[src/rtl/led_sdo_rx_if.sv]
`timescale 1ns/1ps
// led_sdo_rx_if: serial link inputs and pixel/frame outputs of the LED strip receiver.
// Latency: n/a (wires only).
// Backpressure: none; the receiver drives strobes, the sink must take every one.
// master = receiver side (link in, pixel/frame out); slave = link source plus pixel sink.
interface led_sdo_rx_if;
  logic        cko_i;
  logic        sdo_i;
  logic        pix_valid;
  logic [47:0] pix_data;
  logic [3:0]  pix_r;
  logic [3:0]  pix_g;
  logic [3:0]  pix_b;
  logic [5:0]  pix_idx;
  logic        fmt_err;
  logic        frame_busy;
  logic        frame_done;
  logic        frame_err;
  logic [5:0]  led_cnt;

  modport master (
    input  cko_i, sdo_i,
    output pix_valid, pix_data, pix_r, pix_g, pix_b, pix_idx, fmt_err,
    output frame_busy, frame_done, frame_err, led_cnt
  );

  modport slave (
    output cko_i, sdo_i,
    input  pix_valid, pix_data, pix_r, pix_g, pix_b, pix_idx, fmt_err,
    input  frame_busy, frame_done, frame_err, led_cnt
  );
endinterface

[src/rtl/led_sdo_rx.sv]
`timescale 1ns/1ps
// led_sdo_rx: oversamples cko/sdo, recovers 48-bit LED words, strobes pixels, frames on idle gaps.
// Latency: pix_valid rises SYNC_STG+2 clk after the cko_i rise carrying a word's last bit.
// Backpressure: none; pix_valid/frame_done are single-cycle pulses that cannot be stalled.
// Ports: clk (sampling clock, >= 4x cko), rstn (async active low),
//        bus (master): cko_i/sdo_i in; pix_valid/pix_data/pix_r/g/b/pix_idx/fmt_err,
//        frame_busy/frame_done/frame_err/led_cnt out.
module led_sdo_rx #(
  parameter int LED_NUM  = 47,
  parameter int WORD_W   = 48,
  parameter int IDLE_CYC = 32,
  parameter int SYNC_STG = 2
) (
  input  logic         clk,
  input  logic         rstn,
  led_sdo_rx_if.master bus
);

  localparam logic [1:0] ST_QUIET = 2'd0;
  localparam logic [1:0] ST_IDLE  = 2'd1;
  localparam logic [1:0] ST_RX    = 2'd2;

  localparam int IDLE_W = 10;
  localparam int BIT_W  = $clog2(WORD_W + 1);
  localparam int CNT_W  = 6;

  // Input conditioning
  logic [SYNC_STG-1:0] cko_sync_q, cko_sync_d;
  logic [SYNC_STG-1:0] sdo_sync_q, sdo_sync_d;
  logic                cko_dly_q, cko_dly_d;
  logic                cko_s, sdo_s, cko_rise;

  // Idle gap detection
  logic [IDLE_W-1:0]   idle_cnt_q, idle_cnt_d;
  logic                idle;

  // Receive state
  logic [1:0]          state_q, state_d;
  logic [BIT_W-1:0]    bit_cnt_q, bit_cnt_d;
  logic [CNT_W-1:0]    rx_cnt_q, rx_cnt_d;
  logic [WORD_W-1:0]   shift_q, shift_d;
  logic                word_full;

  // Output registers
  logic                pix_valid_q, pix_valid_d;
  logic [WORD_W-1:0]   pix_data_q, pix_data_d;
  logic [CNT_W-1:0]    pix_idx_q, pix_idx_d;
  logic                fmt_err_q, fmt_err_d;
  logic                frame_done_q, frame_done_d;
  logic                frame_err_q, frame_err_d;
  logic [CNT_W-1:0]    led_cnt_q, led_cnt_d;

  // sdo runs through an identical chain so the sampled bit stays aligned with the detected edge.
  always_comb begin
    cko_sync_d = {cko_sync_q[SYNC_STG-2:0], bus.cko_i};
    sdo_sync_d = {sdo_sync_q[SYNC_STG-2:0], bus.sdo_i};
    cko_s      = cko_sync_q[SYNC_STG-1];
    sdo_s      = sdo_sync_q[SYNC_STG-1];
    cko_dly_d  = cko_s;
    cko_rise   = cko_s & ~cko_dly_q;
  end

  always_comb begin
    idle = (idle_cnt_q == IDLE_W'(IDLE_CYC));
    if (cko_rise) begin
      idle_cnt_d = '0;
    end else if (idle) begin
      idle_cnt_d = idle_cnt_q;
    end else begin
      idle_cnt_d = idle_cnt_q + IDLE_W'(1);
    end
  end

  always_comb begin
    state_d      = state_q;
    bit_cnt_d    = bit_cnt_q;
    rx_cnt_d     = rx_cnt_q;
    shift_d      = shift_q;
    pix_valid_d  = 1'b0;
    pix_data_d   = pix_data_q;
    pix_idx_d    = pix_idx_q;
    fmt_err_d    = fmt_err_q;
    frame_done_d = 1'b0;
    frame_err_d  = frame_err_q;
    led_cnt_d    = led_cnt_q;

    // A full word is handed out one cycle after its last bit was shifted in.
    word_full = (state_q == ST_RX) && (bit_cnt_q == BIT_W'(WORD_W));
    if (word_full) begin
      bit_cnt_d = '0;
      if (rx_cnt_q < CNT_W'(LED_NUM)) begin
        pix_valid_d = 1'b1;
        pix_data_d  = shift_q;
        pix_idx_d   = rx_cnt_q;
        fmt_err_d   = |{shift_q[43:32], shift_q[27:16], shift_q[11:0]};
      end
      // Saturate one past LED_NUM so an overlong frame is still distinguishable.
      if (rx_cnt_q <= CNT_W'(LED_NUM)) begin
        rx_cnt_d = rx_cnt_q + CNT_W'(1);
      end
    end

    case (state_q)
      ST_QUIET: begin
        // Edges before the first gap belong to a frame we joined mid-stream.
        if (idle) begin
          if (cko_rise) begin
            state_d   = ST_RX;
            shift_d   = {{(WORD_W-1){1'b0}}, sdo_s};
            bit_cnt_d = BIT_W'(1);
            rx_cnt_d  = '0;
          end else begin
            state_d = ST_IDLE;
          end
        end
      end

      ST_IDLE: begin
        if (cko_rise) begin
          state_d   = ST_RX;
          shift_d   = {{(WORD_W-1){1'b0}}, sdo_s};
          bit_cnt_d = BIT_W'(1);
          rx_cnt_d  = '0;
        end
      end

      ST_RX: begin
        if (idle) begin
          frame_done_d = 1'b1;
          led_cnt_d    = rx_cnt_q;
          frame_err_d  = (rx_cnt_q != CNT_W'(LED_NUM)) || (bit_cnt_q != '0);
          // An edge landing exactly on the gap boundary opens the next frame.
          if (cko_rise) begin
            shift_d   = {{(WORD_W-1){1'b0}}, sdo_s};
            bit_cnt_d = BIT_W'(1);
            rx_cnt_d  = '0;
          end else begin
            state_d = ST_IDLE;
          end
        end else if (cko_rise) begin
          shift_d   = {shift_q[WORD_W-2:0], sdo_s};
          bit_cnt_d = bit_cnt_d + BIT_W'(1);
        end
      end

      default: state_d = ST_QUIET;
    endcase
  end

  always_ff @(posedge clk or negedge rstn) begin
    if (!rstn) begin
      cko_sync_q   <= '0;
      sdo_sync_q   <= '0;
      cko_dly_q    <= 1'b0;
      idle_cnt_q   <= '0;
      state_q      <= ST_QUIET;
      bit_cnt_q    <= '0;
      rx_cnt_q     <= '0;
      shift_q      <= '0;
      pix_valid_q  <= 1'b0;
      pix_data_q   <= '0;
      pix_idx_q    <= '0;
      fmt_err_q    <= 1'b0;
      frame_done_q <= 1'b0;
      frame_err_q  <= 1'b0;
      led_cnt_q    <= '0;
    end else begin
      cko_sync_q   <= cko_sync_d;
      sdo_sync_q   <= sdo_sync_d;
      cko_dly_q    <= cko_dly_d;
      idle_cnt_q   <= idle_cnt_d;
      state_q      <= state_d;
      bit_cnt_q    <= bit_cnt_d;
      rx_cnt_q     <= rx_cnt_d;
      shift_q      <= shift_d;
      pix_valid_q  <= pix_valid_d;
      pix_data_q   <= pix_data_d;
      pix_idx_q    <= pix_idx_d;
      fmt_err_q    <= fmt_err_d;
      frame_done_q <= frame_done_d;
      frame_err_q  <= frame_err_d;
      led_cnt_q    <= led_cnt_d;
    end
  end

  always_comb begin
    bus.pix_valid  = pix_valid_q;
    bus.pix_data   = pix_data_q;
    bus.pix_r      = pix_data_q[47:44];
    bus.pix_g      = pix_data_q[31:28];
    bus.pix_b      = pix_data_q[15:12];
    bus.pix_idx    = pix_idx_q;
    bus.fmt_err    = fmt_err_q;
    bus.frame_busy = (state_q == ST_RX);
    bus.frame_done = frame_done_q;
    bus.frame_err  = frame_err_q;
    bus.led_cnt    = led_cnt_q;
  end

endmodule

[src/flat_wrapper.sv]
// flat-port wrapper written by rule: the top's interface ports become plain ports
module led_sdo_rx_flat 
#(
  parameter int LED_NUM  = 47,
  parameter int WORD_W   = 48,
  parameter int IDLE_CYC = 32,
  parameter int SYNC_STG = 2
)
  (clk, rstn, bus_cko_i, bus_sdo_i, bus_pix_valid, bus_pix_data, bus_pix_r, bus_pix_g, bus_pix_b, bus_pix_idx, bus_fmt_err, bus_frame_busy, bus_frame_done, bus_frame_err, bus_led_cnt);
  led_sdo_rx_if bus_i ();
  input  logic clk;
  input  logic rstn;
  input wire logic [$bits(bus_i.cko_i)-1:0] bus_cko_i;
  input wire logic [$bits(bus_i.sdo_i)-1:0] bus_sdo_i;
  output wire logic [$bits(bus_i.pix_valid)-1:0] bus_pix_valid;
  output wire logic [$bits(bus_i.pix_data)-1:0] bus_pix_data;
  output wire logic [$bits(bus_i.pix_r)-1:0] bus_pix_r;
  output wire logic [$bits(bus_i.pix_g)-1:0] bus_pix_g;
  output wire logic [$bits(bus_i.pix_b)-1:0] bus_pix_b;
  output wire logic [$bits(bus_i.pix_idx)-1:0] bus_pix_idx;
  output wire logic [$bits(bus_i.fmt_err)-1:0] bus_fmt_err;
  output wire logic [$bits(bus_i.frame_busy)-1:0] bus_frame_busy;
  output wire logic [$bits(bus_i.frame_done)-1:0] bus_frame_done;
  output wire logic [$bits(bus_i.frame_err)-1:0] bus_frame_err;
  output wire logic [$bits(bus_i.led_cnt)-1:0] bus_led_cnt;
  assign bus_i.cko_i = bus_cko_i;
  assign bus_i.sdo_i = bus_sdo_i;
  assign bus_pix_valid = bus_i.pix_valid;
  assign bus_pix_data = bus_i.pix_data;
  assign bus_pix_r = bus_i.pix_r;
  assign bus_pix_g = bus_i.pix_g;
  assign bus_pix_b = bus_i.pix_b;
  assign bus_pix_idx = bus_i.pix_idx;
  assign bus_fmt_err = bus_i.fmt_err;
  assign bus_frame_busy = bus_i.frame_busy;
  assign bus_frame_done = bus_i.frame_done;
  assign bus_frame_err = bus_i.frame_err;
  assign bus_led_cnt = bus_i.led_cnt;
  led_sdo_rx #(.LED_NUM(LED_NUM), .WORD_W(WORD_W), .IDLE_CYC(IDLE_CYC), .SYNC_STG(SYNC_STG)) u_core (.clk(clk), .rstn(rstn), .bus(bus_i));
endmodule
[config.mk]
export PLATFORM = sky130hd
export DESIGN_NAME = led_sdo_rx_flat
export DESIGN_NICKNAME = d
export VERILOG_FILES = /design/src/rtl/led_sdo_rx_if.sv /design/src/rtl/led_sdo_rx.sv /design/src/flat_wrapper.sv
export SDC_FILE = /design/constraint.sdc
export NUM_CORES = 1
export LEC_CHECK = 0
export ABC_AREA = 1
export ABC_CLOCK_PERIOD_IN_PS = 1750
export BUFFER_PORTS_ARGS = -buffer_cell sky130_fd_sc_hd__buf_4
export CORE_UTILIZATION = 35
export DETAILED_ROUTE_END_ITERATION = 8
export PLACE_DENSITY = 0.54
export SLEW_MARGIN = 20
export SYNTH_ARGS = -nofsm -noshare
export SYNTH_HDL_FRONTEND = slang
export SYNTH_SLANG_ARGS = --single-unit
[constraint.sdc]
create_clock -name clk -period 1.75 [get_ports clk]
set_input_delay 0.35 -clock clk [delete_from_list [all_inputs] [get_ports clk]]
set_output_delay 0.35 -clock clk [all_outputs]
set_load 0.02 [all_outputs]
-- Word level (Yosys, flattened, before mapping)
Cells that the tools add are included.
- add/sub/neg operators: 3
- magnitude comparators: 2
- equal/unequal tests: 11
- muxes and demuxes: 28
- bitwise operators: 2
- reduce and logical (&&, ||, !) cells: 11
- operator list (cell ; number):
    48-bit 2-to-1 mux ; 4
    48-bit case mux with 3 select lines ; 1
    6-bit 2-to-1 mux ; 9
    36-bit OR reduction ; 1
    10-bit 2-to-1 mux ; 2
    6-bit case mux with 3 select lines ; 1
    6-bit by 1-bit adder with 6-bit output, second input constant ; 2
    6-bit case mux with 2 select lines ; 1
    10-bit by 1-bit adder with 10-bit output, second input constant ; 1
    10-bit by 6-bit equality test with 1-bit output, second input constant ; 1
    2-bit 2-to-1 mux ; 5
    2-bit by 1-bit inequality test with 1-bit output, second input constant ; 4
    6-bit equality test, second input constant ; 1
    6-bit less-or-equal comparator, second input constant ; 1
    6-bit < comparator, second input constant ; 1
    6-bit inequality test, second input constant ; 1
    2-bit case mux with 3 select lines ; 1
    6-bit nonzero test ; 1
    1-bit 2-to-1 mux ; 4
    2-bit AND reduction ; 2
    4-bit AND reduction ; 1
    3-bit by 1-bit inequality test with 1-bit output, second input constant ; 1
    3-bit AND reduction ; 1
    3-bit nonzero test ; 1
    other kinds (9) ; 9
- register bits after elaboration: 141
- input port bits: 4
- logic and storage cells: 72

-- Longest topological paths before layout
- depth after elaboration: 7
- mapped depth: 11

-- Least setup slack after synthesis
OpenSTA, ideal clock, no wires.
- path kind: reg-to-reg
- from: reg u_core.idle_cnt_q[0]
- to: reg u_core.shift_q[1]
- library setup time: 0.130 ns
- arrival: 1.650 ns
- slack: -0.030 ns
- cell stages (with the launch flop): 12
- path buffers: 2
- clock period less this slack: 1.780 ns
- path through: dfrtp_1 inv_1 ha_1 nand2_1 nor2_1 nand3_2 nand2_1 nand3_1 buf_2 buf_2 nand2_1 o21ai_0
- cells in the longest elaborated chain, start to end: 3
- elaborated cells on any way between the ends: 6
- classes of those cells: 3 x eq/ne; 2 x mux; 1 x reduce/logical
- RTL lines (what ; RTL line ; source):
    from (decl) ; led_sdo_rx.sv:34 ; logic [IDLE_W-1:0] idle_cnt_q, idle_cnt_d;
    from (signal assigned) ; led_sdo_rx.sv:171 ; idle_cnt_q <= idle_cnt_d;
    10-bit by 6-bit equality test with 1-bit output * ; led_sdo_rx.sv:64 ; idle = (idle_cnt_q == IDLE_W'(IDLE_CYC));
    3-bit by 1-bit inequality test with 1-bit output (no line), or another cell as far along ; n/a ;
    3-bit AND reduction (no line) / 48-bit case mux with 3 select lines (equally long branches) ; n/a ;
    to (signal assigned) ; led_sdo_rx.sv:175 ; shift_q <= shift_d;
    to (decl) ; led_sdo_rx.sv:41 ; logic [WORD_W-1:0] shift_q, shift_d;
Mark *: on every way between the ends. The rest lies on a longest branch, timed or not.
A chain may end at the register's enable or synchronous reset.

-- Worst setup path after layout
- from: reg u_core.bit_cnt_q[0]
- to: reg u_core.pix_data_q[5] (netlist: u_core.bus.pix_data[5])
- cells in the longest elaborated chain, start to end: 3
- RTL lines (what ; RTL line ; source):
    from (decl) ; led_sdo_rx.sv:39 ; logic [BIT_W-1:0] bit_cnt_q, bit_cnt_d;
    from (signal assigned) ; led_sdo_rx.sv:173 ; bit_cnt_q <= bit_cnt_d;
    6-bit equality test ; led_sdo_rx.sv:88 ; word_full = (state_q == ST_RX) && (bit_cnt_q == BIT_W'(WORD_W));
    1-bit logical AND ; led_sdo_rx.sv:88 ;
    2-bit AND reduction (no line) ; n/a ;
    to (signal assigned) ; led_sdo_rx.sv:177 ; pix_data_q <= pix_data_d;
    to (decl) ; led_sdo_rx.sv:46 ; logic [WORD_W-1:0] pix_data_q, pix_data_d;
Every way passes these cells.

==> out/metrics.cfg <==
[clock_tree]
cts_buffers = 17
clk_latency_ns = 0.42
clockBufferDepth = 2
ctsHtreeMaxLevel = 4
cts.sinks = 141
cts_tree = yes
clk_pin_slew_ns = 0.06
root_buffer = clkbuf_16

[synthesis]
yosysWarnings = 0
yosys-mux-area-fraction_pct = 0
synthCells = 634
synth_cell_types = 28
syn_nets = 644
synth-main-ff-cell = dfrtp_1
synthArstFlopShare_pct = 100
synth_top_family_by_area = simple AND/OR/NAND/NOR gates
synth_fa_ha_area_share_pct = 1.28
synthXorXnorAreaFrac_pct = 0.747
yosysTopAreaCell = dfrtp_1
synth-edff-count = 0
yosys.area.top_type_share_pct = 60.2
ys_ff_latch = 141
avgSynthCellArea_um2 = 9.25
synth_compound_area_share_pct = 11.8
yosys.area_share.simple_pct = 16.9
synth_area_leaders = dfrtp_1 (60%), nand2_1 (10%), o21ai_0 (6.1%)
synth_area_um2 = 5860
yosysSeqAreaShare_pct = 60.2

[critical_path]
worstPathMaxFanout = 13
reg2reg_depth = 10
crit_path_start_kind = register
cp.depth = 10
slowest_delay_ns = 0.40
path_cells = inv_2 > ha_2 > nand2_2 > nor2_4 > o21ai_4 > nor2_4 > inv_8 > clkbuf_16 > nand2_1 > o21ai_0
worstPathBufferInverterCount = 3
path_class = register to register
worstPathRequired_ns = 2.05
crit_arrival_ns = 1.98
crit_family = simple AND/OR/NAND/NOR gates
end_kind = register
critPathSlowestCell = dfrtp_1
cpMostUsedCell = nor2_4

[final_layout]
regArea_um2 = 3530
mostFrequentLayoutCells = nand2_1 (155), dfrtp_1 (140), buf_4 (103)
syn_to_final_growth_pct = 30.2
finalNonFillerCells = 964
diodes = 0
fill_cells = 1569
layout_commonest_cell = nand2_1
multiInputGateArea_um2 = 1830
nNetsFinal = 745
layout-drive-gt1-share_pct = 23.1

[global_routing]
overflow = 0
antenna_found_initial = 0
grt_pass1_vias = 4421
grt_util_all_layers_pct = 16.3
grt_pass1_wl_um = 22300
grt_max_degree = 54

[sta]
worst_slack_ns = 0.0673
clock_skew_ns = 0.00766
fin_crit_sh_pct = 96.2
rsz0062_at_grt = yes
hold_viol_final = 0
fmax_mhz = 594
drv_slew = 0
tightest_slew_ns = 0.457
min_period_ns = 1.68
relSlewSlack_pct = 69.6
setup_viol = 0

[pwr]
p_leak_nw = 3.61
p_total_mw = 7.51
ir_drop_uv = 693
pwr_density_cell_nw_per_um2 = 984

[place]
gp_congestion = 0.822
io_buffers = 80
place_ws_ns = -0.0748
post-dp-hpwl_um = 8460
dpl.cell_count = 919

[detailed_routing]
wl_per_cell_um = 14.5
drt_wl_total_um = 14000
post-route-drc-count = 0
ant_nets = 0
dr.pass1.iters = 7
vias = 4517
vias_per_cell = 4.69
drt_iter0_drc = 299

[job]
drv_cap = 0

[run_status]
status = finished clean

[min_path]
hold_class = primary input to register
whs_path_depth = 1

[floorplanning]
die-height_um = 131
coreArea_um2 = 16100
num_rows = 46
die_area_um2 = 17300
num_io_pins = 81
dieWidth_um = 131
start_util_pct = 36.4

path summary, 6_finish.rpt:
| path | slack (ns) | endpoint | from |
|---|---|---|---|
| worst max-delay path | 0.07 | u_core.bus.pix_data[5] | u_core.bit_cnt_q[0] |
| worst min register to register | 0.34 | u_core.sdo_sync_q[1] | u_core.sdo_sync_q[0] |
| min in group asynchronous | 0.43 | u_core.bus.pix_data[40] | rstn |
| max in group asynchronous | 0.74 | u_core.bus.led_cnt[4] | rstn |
| worst max register to register | 0.07 | u_core.bus.pix_data[5] | u_core.bit_cnt_q[0] |
| worst min-delay path | 0.03 | u_core.cko_sync_q[0] | bus_cko_i |
Yosys cell counts, types with 6 or more instances:
master    count
a21oi_1      11
buf_2         8
buf_4        12
clkbuf_1     10
dfrtp_1     141
ha_1          6
inv_1        78
nand2_1     157
nand3_1      15
nand4_1      17
nor2_1       29
nor3_1        9
o21ai_0      72
o21ai_1      37
worst register-to-register path: stages, from the launching register on:
cell and delay, ns:
dfrtp_1 0.40, inv_2 0.07, ha_2 0.17, nand2_2 0.08
nor2_4 0.16, o21ai_4 0.10, nor2_4 0.16, inv_8 0.09
clkbuf_16 0.19, nand2_1 0.05, o21ai_0 0.07
flip-flops by register name, summed over array words and instances, names as in the netlist:
name and count:
u_core.cko_dly_q 1, u_core.bus.pix_idx 6, u_core.shift_q 48, u_core.cko_sync_q 2, u_core.bus.frame_err 1, u_core.bit_cnt_q 6
u_core.bus.frame_done 1, u_core.bus.pix_valid 1, u_core.idle_cnt_q 10, u_core.bus.pix_data 48, u_core.bus.led_cnt 6, u_core.rx_cnt_q 6
u_core.sdo_sync_q 2, u_core.bus.fmt_err 1, u_core.state_q 2
per-layer routing:
metal,wire [um],track usage (%),vias to the layer above
met3,697,5.29,11
met5,0,0,-
met2,6750,26.1,87
li1,-,-,2227
met4,144,5.56,0
met1,6360,20.8,2192
report_power, final:
group          internal (mW)  total [mW]  switching [mW]
Combinational          0.167       0.443           0.276
Sequential              3.32        3.36          0.0419
Clock                   2.32        3.71            1.38
Total                   5.81        7.51            1.70
stage by stage:
step	hold WS, ns	setup TNS [ns]	instance area, um^2	utilization [%]
after floorplan	0.0544	0	5870	-
after global placement	0.316	0	6770	42.0
after detailed placement	0.315	-2.12	6770	42.0
after CTS	0.0129	-0.00675	7490	46.5
after global routing	0.0100	-0.611	7630	47.4
final	0.0334	0	7630	47.4
final cells by class:
type                       instances  share of cell area, %
clock buffer                      20                   5.98
clock inverter                    12                   2.11
inverter                          82                   4.13
multi-input combinational        376                   24.0
sequential                       141                   46.2
tap                              216                   3.54
timing repair buffer             117                   14.0
repair_timing:
action | 4_1_cts | 5_1_grt
pin swaps | 2 | 3
hold buffers | 1 | 0
setup buffers | 2 | 4
gates cloned | 2 | 4
setup endpoints to repair | 80 | 121
endpoints found under the hold margin | 43 | 0
gates resized for setup | 9 | 12
kinds of logic (layout without fill, tap and decap cells):
logic type / count (synthesis) / in the layout
xor+xnor: 5 / 5
flops: 141 / 141
buf+inv: 117 / 231
fa+ha+maj: 6 / 6
simple gates: 233 / 233
compound gates: 132 / 132
Power figures use the tool's default switching activity.
